**src/rtl/cordic_mac_seq.sv**
```systemverilog
// cordic_mac_seq: buffers operand pairs in a small FIFO, issues them one at a
// time to the CORDIC multiplier and accumulates the products into a wide
// signed sum that is emitted when the pair tagged `last` completes.
module cordic_mac_seq #(
    parameter int N     = 16,
    parameter int ACC_W = N + 4,
    parameter int DEPTH = 4
) (
    input  logic             clk,
    input  logic             rst,
    input  logic [N-1:0]     in_a,
    input  logic [N-1:0]     in_b,
    input  logic             in_last,
    input  logic             in_valid,
    output logic             in_ready,
    output logic [N-1:0]     mult_a,
    output logic [N-1:0]     mult_b,
    output logic             mult_start,
    input  logic [N-1:0]     mult_c,
    input  logic             mult_rdy,
    output logic [ACC_W-1:0] sum,
    output logic             sum_valid,
    output logic             sum_ovf,
    output logic             busy
);

    localparam int AW = $clog2(DEPTH);
    localparam int EW = 2 * N + 1;
    localparam logic [AW:0] PTR_ONE = 1;

    typedef enum logic [1:0] {
        StIdle,
        StIssue,
        StWait
    } state_t;

    state_t r_state;
    state_t w_state_next;

    // FIFO storage and pointers; the extra pointer MSB separates full from empty
    logic [EW-1:0] r_mem [DEPTH];
    logic [AW:0]   r_wr_ptr;
    logic [AW:0]   r_rd_ptr;
    logic          w_empty;
    logic          w_full;
    logic          w_push;
    logic          w_pop;
    logic [EW-1:0] w_head;

    // Datapath registers
    logic [N-1:0]     r_mult_a;
    logic [N-1:0]     r_mult_b;
    logic             r_cur_last;
    logic [ACC_W-1:0] r_acc;
    logic             r_ovf_sticky;
    logic [ACC_W-1:0] r_sum;
    logic             r_sum_valid;
    logic             r_sum_ovf;

    logic [ACC_W-1:0] w_prod_ext;
    logic [ACC_W-1:0] w_acc_next;
    logic             w_ovf_now;
    logic             w_accum;

    assign w_empty = (r_wr_ptr == r_rd_ptr);
    assign w_full  = (r_wr_ptr[AW] != r_rd_ptr[AW]) &&
                     (r_wr_ptr[AW-1:0] == r_rd_ptr[AW-1:0]);
    assign w_push  = in_valid && !w_full;
    assign w_pop   = (r_state == StIdle) && !w_empty;
    assign w_head  = r_mem[r_rd_ptr[AW-1:0]];

    // Products are accepted only while waiting; stray rdy pulses are dropped
    assign w_accum    = (r_state == StWait) && mult_rdy;
    assign w_prod_ext = {{(ACC_W - N){mult_c[N-1]}}, mult_c};
    assign w_acc_next = r_acc + w_prod_ext;
    assign w_ovf_now  = (r_acc[ACC_W-1] == w_prod_ext[ACC_W-1]) &&
                        (w_acc_next[ACC_W-1] != r_acc[ACC_W-1]);

    assign in_ready   = !w_full;
    assign mult_a     = r_mult_a;
    assign mult_b     = r_mult_b;
    assign mult_start = (r_state == StIssue);
    assign sum        = r_sum;
    assign sum_valid  = r_sum_valid;
    assign sum_ovf    = r_sum_ovf;
    assign busy       = (r_state != StIdle) || !w_empty;

    // FIFO write port; contents need no reset since the pointers gate them
    always_ff @(posedge clk) begin
        if (w_push) begin
            r_mem[r_wr_ptr[AW-1:0]] <= {in_last, in_a, in_b};
        end
    end

    // FIFO pointers
    always_ff @(posedge clk or posedge rst) begin
        if (rst) begin
            r_wr_ptr <= '0;
            r_rd_ptr <= '0;
        end else begin
            if (w_push) begin
                r_wr_ptr <= r_wr_ptr + PTR_ONE;
            end
            if (w_pop) begin
                r_rd_ptr <= r_rd_ptr + PTR_ONE;
            end
        end
    end

    // FSM state register
    always_ff @(posedge clk or posedge rst) begin
        if (rst) begin
            r_state <= StIdle;
        end else begin
            r_state <= w_state_next;
        end
    end

    // FSM next-state logic
    always_comb begin
        w_state_next = r_state;
        unique case (r_state)
            StIdle:  if (!w_empty) w_state_next = StIssue;
            StIssue: w_state_next = StWait;
            StWait:  if (mult_rdy) w_state_next = StIdle;
            default: w_state_next = StIdle;
        endcase
    end

    // Operand latch, accumulator and group result
    always_ff @(posedge clk or posedge rst) begin
        if (rst) begin
            r_mult_a     <= '0;
            r_mult_b     <= '0;
            r_cur_last   <= 1'b0;
            r_acc        <= '0;
            r_ovf_sticky <= 1'b0;
            r_sum        <= '0;
            r_sum_valid  <= 1'b0;
            r_sum_ovf    <= 1'b0;
        end else begin
            r_sum_valid <= 1'b0;
            if (w_pop) begin
                r_cur_last <= w_head[EW-1];
                r_mult_a   <= w_head[2*N-1:N];
                r_mult_b   <= w_head[N-1:0];
            end
            if (w_accum) begin
                if (r_cur_last) begin
                    r_sum        <= w_acc_next;
                    r_sum_valid  <= 1'b1;
                    r_sum_ovf    <= r_ovf_sticky | w_ovf_now;
                    r_acc        <= '0;
                    r_ovf_sticky <= 1'b0;
                end else begin
                    r_acc        <= w_acc_next;
                    r_ovf_sticky <= r_ovf_sticky | w_ovf_now;
                end
            end
        end
    end

endmodule

```
**config.mk**
```make
export PLATFORM = sky130hd
export DESIGN_NAME = cordic_mac_seq
export DESIGN_NICKNAME = d
export VERILOG_FILES = /design/src/rtl/cordic_mac_seq.sv
export SDC_FILE = /design/constraint.sdc
export NUM_CORES = 1
export LEC_CHECK = 0
export BUFFER_PORTS_ARGS = -buffer_cell sky130_fd_sc_hd__buf_2
export CORE_UTILIZATION = 65
export CTS_BUF_LIST = sky130_fd_sc_hd__clkbuf_8
export CTS_CLUSTER_SIZE = 8
export DETAILED_ROUTE_END_ITERATION = 10
export PLACE_DENSITY = 0.88
export SLEW_MARGIN = 20
export SYNTH_ARGS = -nofsm -noshare
export SYNTH_HDL_FRONTEND = slang
export SYNTH_SLANG_ARGS = --single-unit
export TNS_END_PERCENT = 30
```
**constraint.sdc**
```tcl
create_clock -name clk -period 6.9 [get_ports clk]
set_input_delay 1.38 -clock clk [delete_from_list [all_inputs] [get_ports clk]]
set_output_delay 1.38 -clock clk [all_outputs]
set_load 0.01 [all_outputs]
```
==> impl_metrics.prom <==
# TYPE chip_impl_metric gauge
chip_impl_info{name="result_of_the_run",value="complete, no violations"} 1
chip_impl_info{name="synth_flop_cell",value="sky130_fd_sc_hd__edfxtp_1"} 1
chip_impl_metric{name="critical_path_arrival",unit="ns"} 1.73
chip_impl_metric{name="mappedNetlistNets",unit=""} 662
chip_impl_metric{name="ir_worst_vdd",unit="uV"} 366.0
chip_impl_metric{name="clock_path_buffers",unit=""} 3
chip_impl_metric{name="cts_hold_repair.buffers",unit=""} 0
chip_impl_metric{name="switchingPower",unit="mW"} 1.856
chip_impl_metric{name="stdcell_area",unit="sq mm"} 0.01045
chip_impl_info{name="yosys.area.top_type",value="sky130_fd_sc_hd__edfxtp_1"} 1
chip_impl_metric{name="postRouteWirelength",unit="um"} 19950
chip_impl_info{name="worstSetupEndpointType",value="output pin"} 1
chip_impl_metric{name="antenna_violating_nets_post_route",unit=""} 0
chip_impl_metric{name="ys_types",unit=""} 53
chip_impl_metric{name="ys_seq_elements",unit=""} 216
chip_impl_info{name="launching_element_type_of_the_critical_path",value="register"} 1
chip_impl_metric{name="clkLatencyLatePin",unit="ns"} 0.54
chip_impl_info{name="synthTopCellsByArea",value="sky130_fd_sc_hd__edfxtp_1 (43%), sky130_fd_sc_hd__dfrtp_1 (23%), sky130_fd_sc_hd__mux4_2 (8.1%)"} 1
chip_impl_metric{name="worstPathMaxFanout",unit=""} 4
chip_impl_metric{name="remaining_drc_errors",unit=""} 0
chip_impl_metric{name="min_period_over_period",unit="%"} 45.12
chip_impl_metric{name="post-synth-top-area-fraction",unit="%"} 43.37
chip_impl_info{name="tritoncts",value="done"} 1
chip_impl_metric{name="slew_violations",unit=""} 0
chip_impl_metric{name="clock_power_share",unit="%"} 20.8
chip_impl_info{name="timing.rr.start",value="r_state[0]"} 1
chip_impl_metric{name="nFillCells",unit=""} 749
chip_impl_metric{name="grt_pass1_wl",unit="um"} 31310
chip_impl_metric{name="hpwlAfterDp",unit="um"} 11540
chip_impl_metric{name="grt_start_max_net_pins",unit=""} 63
chip_impl_metric{name="power.share.switching",unit="%"} 36.39
chip_impl_metric{name="p_int",unit="mW"} 3.245
chip_impl_metric{name="final-hold-violation-count",unit=""} 0
chip_impl_metric{name="die_w",unit="um"} 120.6
chip_impl_metric{name="grt-ovfl-total",unit=""} 0
chip_impl_metric{name="synth_edf_count",unit=""} 132
chip_impl_metric{name="htree_num_levels",unit=""} 2
chip_impl_metric{name="fin_setup_tns",unit="ns"} 0
chip_impl_metric{name="final_net_count",unit=""} 787
chip_impl_metric{name="placed_cell_area",unit="sq mm"} 0.009793
chip_impl_metric{name="max_slew.worst_pin.slew",unit="ns"} 0.9477
chip_impl_metric{name="setup_violations",unit=""} 0
chip_impl_metric{name="initial_core_util",unit="%"} 67.94
chip_impl_info{name="holdPathEnd",value="sum[18]"} 1
chip_impl_metric{name="timing.slew.headroom",unit="%"} 36.82
chip_impl_metric{name="worst-r2r-cell-count",unit=""} 4
chip_impl_metric{name="placed_cells",unit=""} 847
chip_impl_metric{name="dieHeight",unit="um"} 120.6
chip_impl_metric{name="fin_worst_skew",unit="ns"} 0.01773
chip_impl_metric{name="place_congestion",unit=""} 0.8951
chip_impl_metric{name="clk_pin_slew_worst_paths",unit="ns"} 0.06
chip_impl_metric{name="first_global_vias",unit=""} 5882
chip_impl_metric{name="synthArstFlopShare",unit="%"} 38.89
chip_impl_info{name="timing.rr.end",value="sum[19]"} 1
chip_impl_metric{name="instances_no_fill",unit=""} 912
chip_impl_metric{name="yosys_warnings",unit=""} 0
chip_impl_metric{name="antenna_violations_before_repair",unit=""} 0
chip_impl_metric{name="via_per_inst",unit=""} 6.075
chip_impl_info{name="root_buffer",value="sky130_fd_sc_hd__clkbuf_8"} 1
chip_impl_metric{name="floorplan.rows",unit=""} 42
chip_impl_metric{name="cts_inserted_buffers",unit=""} 36
chip_impl_metric{name="number_of_violations_reported_at_the_end_of_detailed_routing_iteration_0",unit=""} 414
chip_impl_info{name="setup_repair_after_global_routing_missed_its_margin",value="no"} 1
chip_impl_metric{name="final_layout_size_suffix_gt1_share",unit="%"} 33.02
chip_impl_metric{name="core_area",unit="sq mm"} 0.01345
chip_impl_metric{name="utilization",unit="%"} 77.70
chip_impl_metric{name="syn-mean-instance-area",unit="sq um"} 15.65
chip_impl_info{name="synth.most_common_cell",value="sky130_fd_sc_hd__edfxtp_1"} 1
chip_impl_metric{name="area_delta_synth_final",unit="%"} 14.36
chip_impl_metric{name="post-route-worst-setup-slack",unit="ns"} 3.787
chip_impl_metric{name="share_comb_of_total_power",unit="%"} 38.9
chip_impl_metric{name="n_antenna_cell",unit=""} 0
chip_impl_metric{name="max_clock_freq",unit="GHz"} 0.3212
chip_impl_info{name="timing.hold.worst.start",value="sum[18]"} 1
chip_impl_metric{name="detailedPlace.worstSlack",unit="ns"} 3.081
chip_impl_metric{name="post_synth_inst_count",unit=""} 584
chip_impl_metric{name="cts.sink_count",unit=""} 216
chip_impl_metric{name="number_of_ports_placed_on_the_die_boundary",unit=""} 110
chip_impl_metric{name="cellPowerDensity",unit="mW/mm^2"} 488.0
chip_impl_metric{name="period_minus_slack",unit="ns"} 3.113
chip_impl_metric{name="wire_length_per_cell_after_detailed_routing",unit="um"} 21.88
chip_impl_metric{name="post_synth_instance_area",unit="sq mm"} 0.009140
chip_impl_metric{name="number_of_optimization_iterations_in_the_first_detailed_route_pass",unit=""} 5
chip_impl_metric{name="power_frac_seq",unit="%"} 40.3
chip_impl_info{name="hold_path_class",value="register to register"} 1
chip_impl_metric{name="seq_area_frac_synth",unit="%"} 66.37
chip_impl_metric{name="max_cap_viol_count",unit=""} 0
chip_impl_metric{name="grtUsageTotal",unit="%"} 29.06
chip_impl_metric{name="cts_setup_buffers",unit=""} 0
chip_impl_metric{name="floorplan.die_area",unit="sq mm"} 0.01454
chip_impl_metric{name="data_required_time_of_the_critical_path",unit="ns"} 5.52
chip_impl_metric{name="cellLeakagePower",unit="nW"} 4.237
chip_impl_metric{name="via_count",unit=""} 5540
chip_impl_metric{name="ff2ff_setup_slack",unit="ns"} 4.19
chip_impl_metric{name="worstHoldPathCells",unit=""} 2
chip_impl_metric{name="cts_repair_resize_count",unit=""} 0
chip_impl_info{name="worst-setup-path-type",value="register to output pin"} 1
chip_impl_info{name="synth.top_cells.by_count",value="sky130_fd_sc_hd__edfxtp_1 (132), sky130_fd_sc_hd__dfrtp_1 (84), sky130_fd_sc_hd__nand2_1 (62), sky130_fd_sc_hd__mux2_2 (34), sky130_fd_sc_hd__mux4_2 (33)"} 1
chip_impl_metric{name="portBuffers",unit=""} 109
## per-stage QoR
stage                     hold WS, ns  power [mW]
after global routing           0.5020       5.368
after detailed placement       0.4652       4.008
final                          0.4690       5.101
after global placement         0.4586       3.892
after floorplan                0.4473       3.445
after CTS                      0.4780       5.120
## critical path: stages, from the launching register on
cell and delay, ns:
sky130_fd_sc_hd__dfrtp_1 0.44, sky130_fd_sc_hd__xor2_1 0.20, sky130_fd_sc_hd__nor3_1 0.31, sky130_fd_sc_hd__nand2_1 0.10, sky130_fd_sc_hd__buf_2 0.16
## cell usage in the layout (no fill, tap or decap), types with 9 or more instances in the layout
master and count:
sky130_fd_sc_hd__xor2_1 10, sky130_fd_sc_hd__mux2_2 34, sky130_fd_sc_hd__nand3_1 9, sky130_fd_sc_hd__dfrtp_1 83
sky130_fd_sc_hd__o21ai_0 31, sky130_fd_sc_hd__edfxtp_1 132, sky130_fd_sc_hd__mux4_2 33, sky130_fd_sc_hd__buf_2 109
sky130_fd_sc_hd__ha_1 24, sky130_fd_sc_hd__clkbuf_8 37, sky130_fd_sc_hd__nor2_1 9, sky130_fd_sc_hd__o31ai_1 19
sky130_fd_sc_hd__xnor2_1 14, sky130_fd_sc_hd__nand2_1 62, sky130_fd_sc_hd__a21oi_1 22, sky130_fd_sc_hd__inv_1 31
## routing by layer
| metal | vias to the layer above | wire length (um) | GRT usage (%) |
|---|---|---|---|
| met3 | 45 | 1252 | 6.226 |
| met4 | 0 | 498 | 10.42 |
| li1 | 2477 | - | - |
| met2 | 241 | 10490 | 50.47 |
| met5 | - | 0 | 0 |
| met1 | 2777 | 7713 | 36.23 |
## registers in the layout (all words and copies together) (netlist names), 2 cells and up
| name | count |
|---|---|
| mult_b | 16 |
| sum | 20 |
| r_state | 2 |
| mult_a | 16 |
| r_mem | 132 |
| r_wr_ptr | 3 |
| r_acc | 20 |
| r_rd_ptr | 3 |
## power by group through the flow
stage / logic, mW / registers, mW / clock network [mW]
6_report: 1.98 / 2.06 / 1.06
5_1_grt: 2.15 / 2.09 / 1.13
4_1_cts: 1.99 / 2.05 / 1.07
3_5_place_dp: 1.95 / 2.06 / 0
3_3_place_gp: 1.87 / 2.02 / 0
2_1_floorplan: 1.38 / 2.06 / 0
## worst max path at each step
stage | startpoint | to | slack [ns] | cells after the start
after detailed placement | mult_rdy | sum[19] | 3.08 | 5
after CTS | mult_rdy | sum[19] | 3.64 | 5
after floorplan | rst | mult_a[0] | 3.35 | 1
after global routing | mult_rdy | sum[19] | 3.65 | 5
after global placement | mult_rdy | sum[19] | 3.16 | 5
final | r_wr_ptr[0] | busy | 3.79 | 4
## kinds of logic after synthesis
logic type,Yosys count,share of synthesized area (%)
xor+xnor,25,2.546
flops,216,66.37
compound gates,98,7.201
buf+inv,40,2.272
fa+ha+maj,25,3.504
mux,69,12.54
simple gates,111,5.572
## final cells by class
cell class | instances | area, sq um | area share [%]
Sequential cell | 216 | 6067 | 58.04
Clock buffer | 37 | 509.2 | 4.872
Clock inverter | 28 | 150.1 | 1.436
Tap cell | 176 | 220.2 | 2.107
Inverter | 14 | 53.80 | 0.5147
Timing Repair Buffer | 113 | 575.6 | 5.506
Multi-Input combinational cell | 328 | 2877 | 27.52
(Power assumes the default switching activity.)
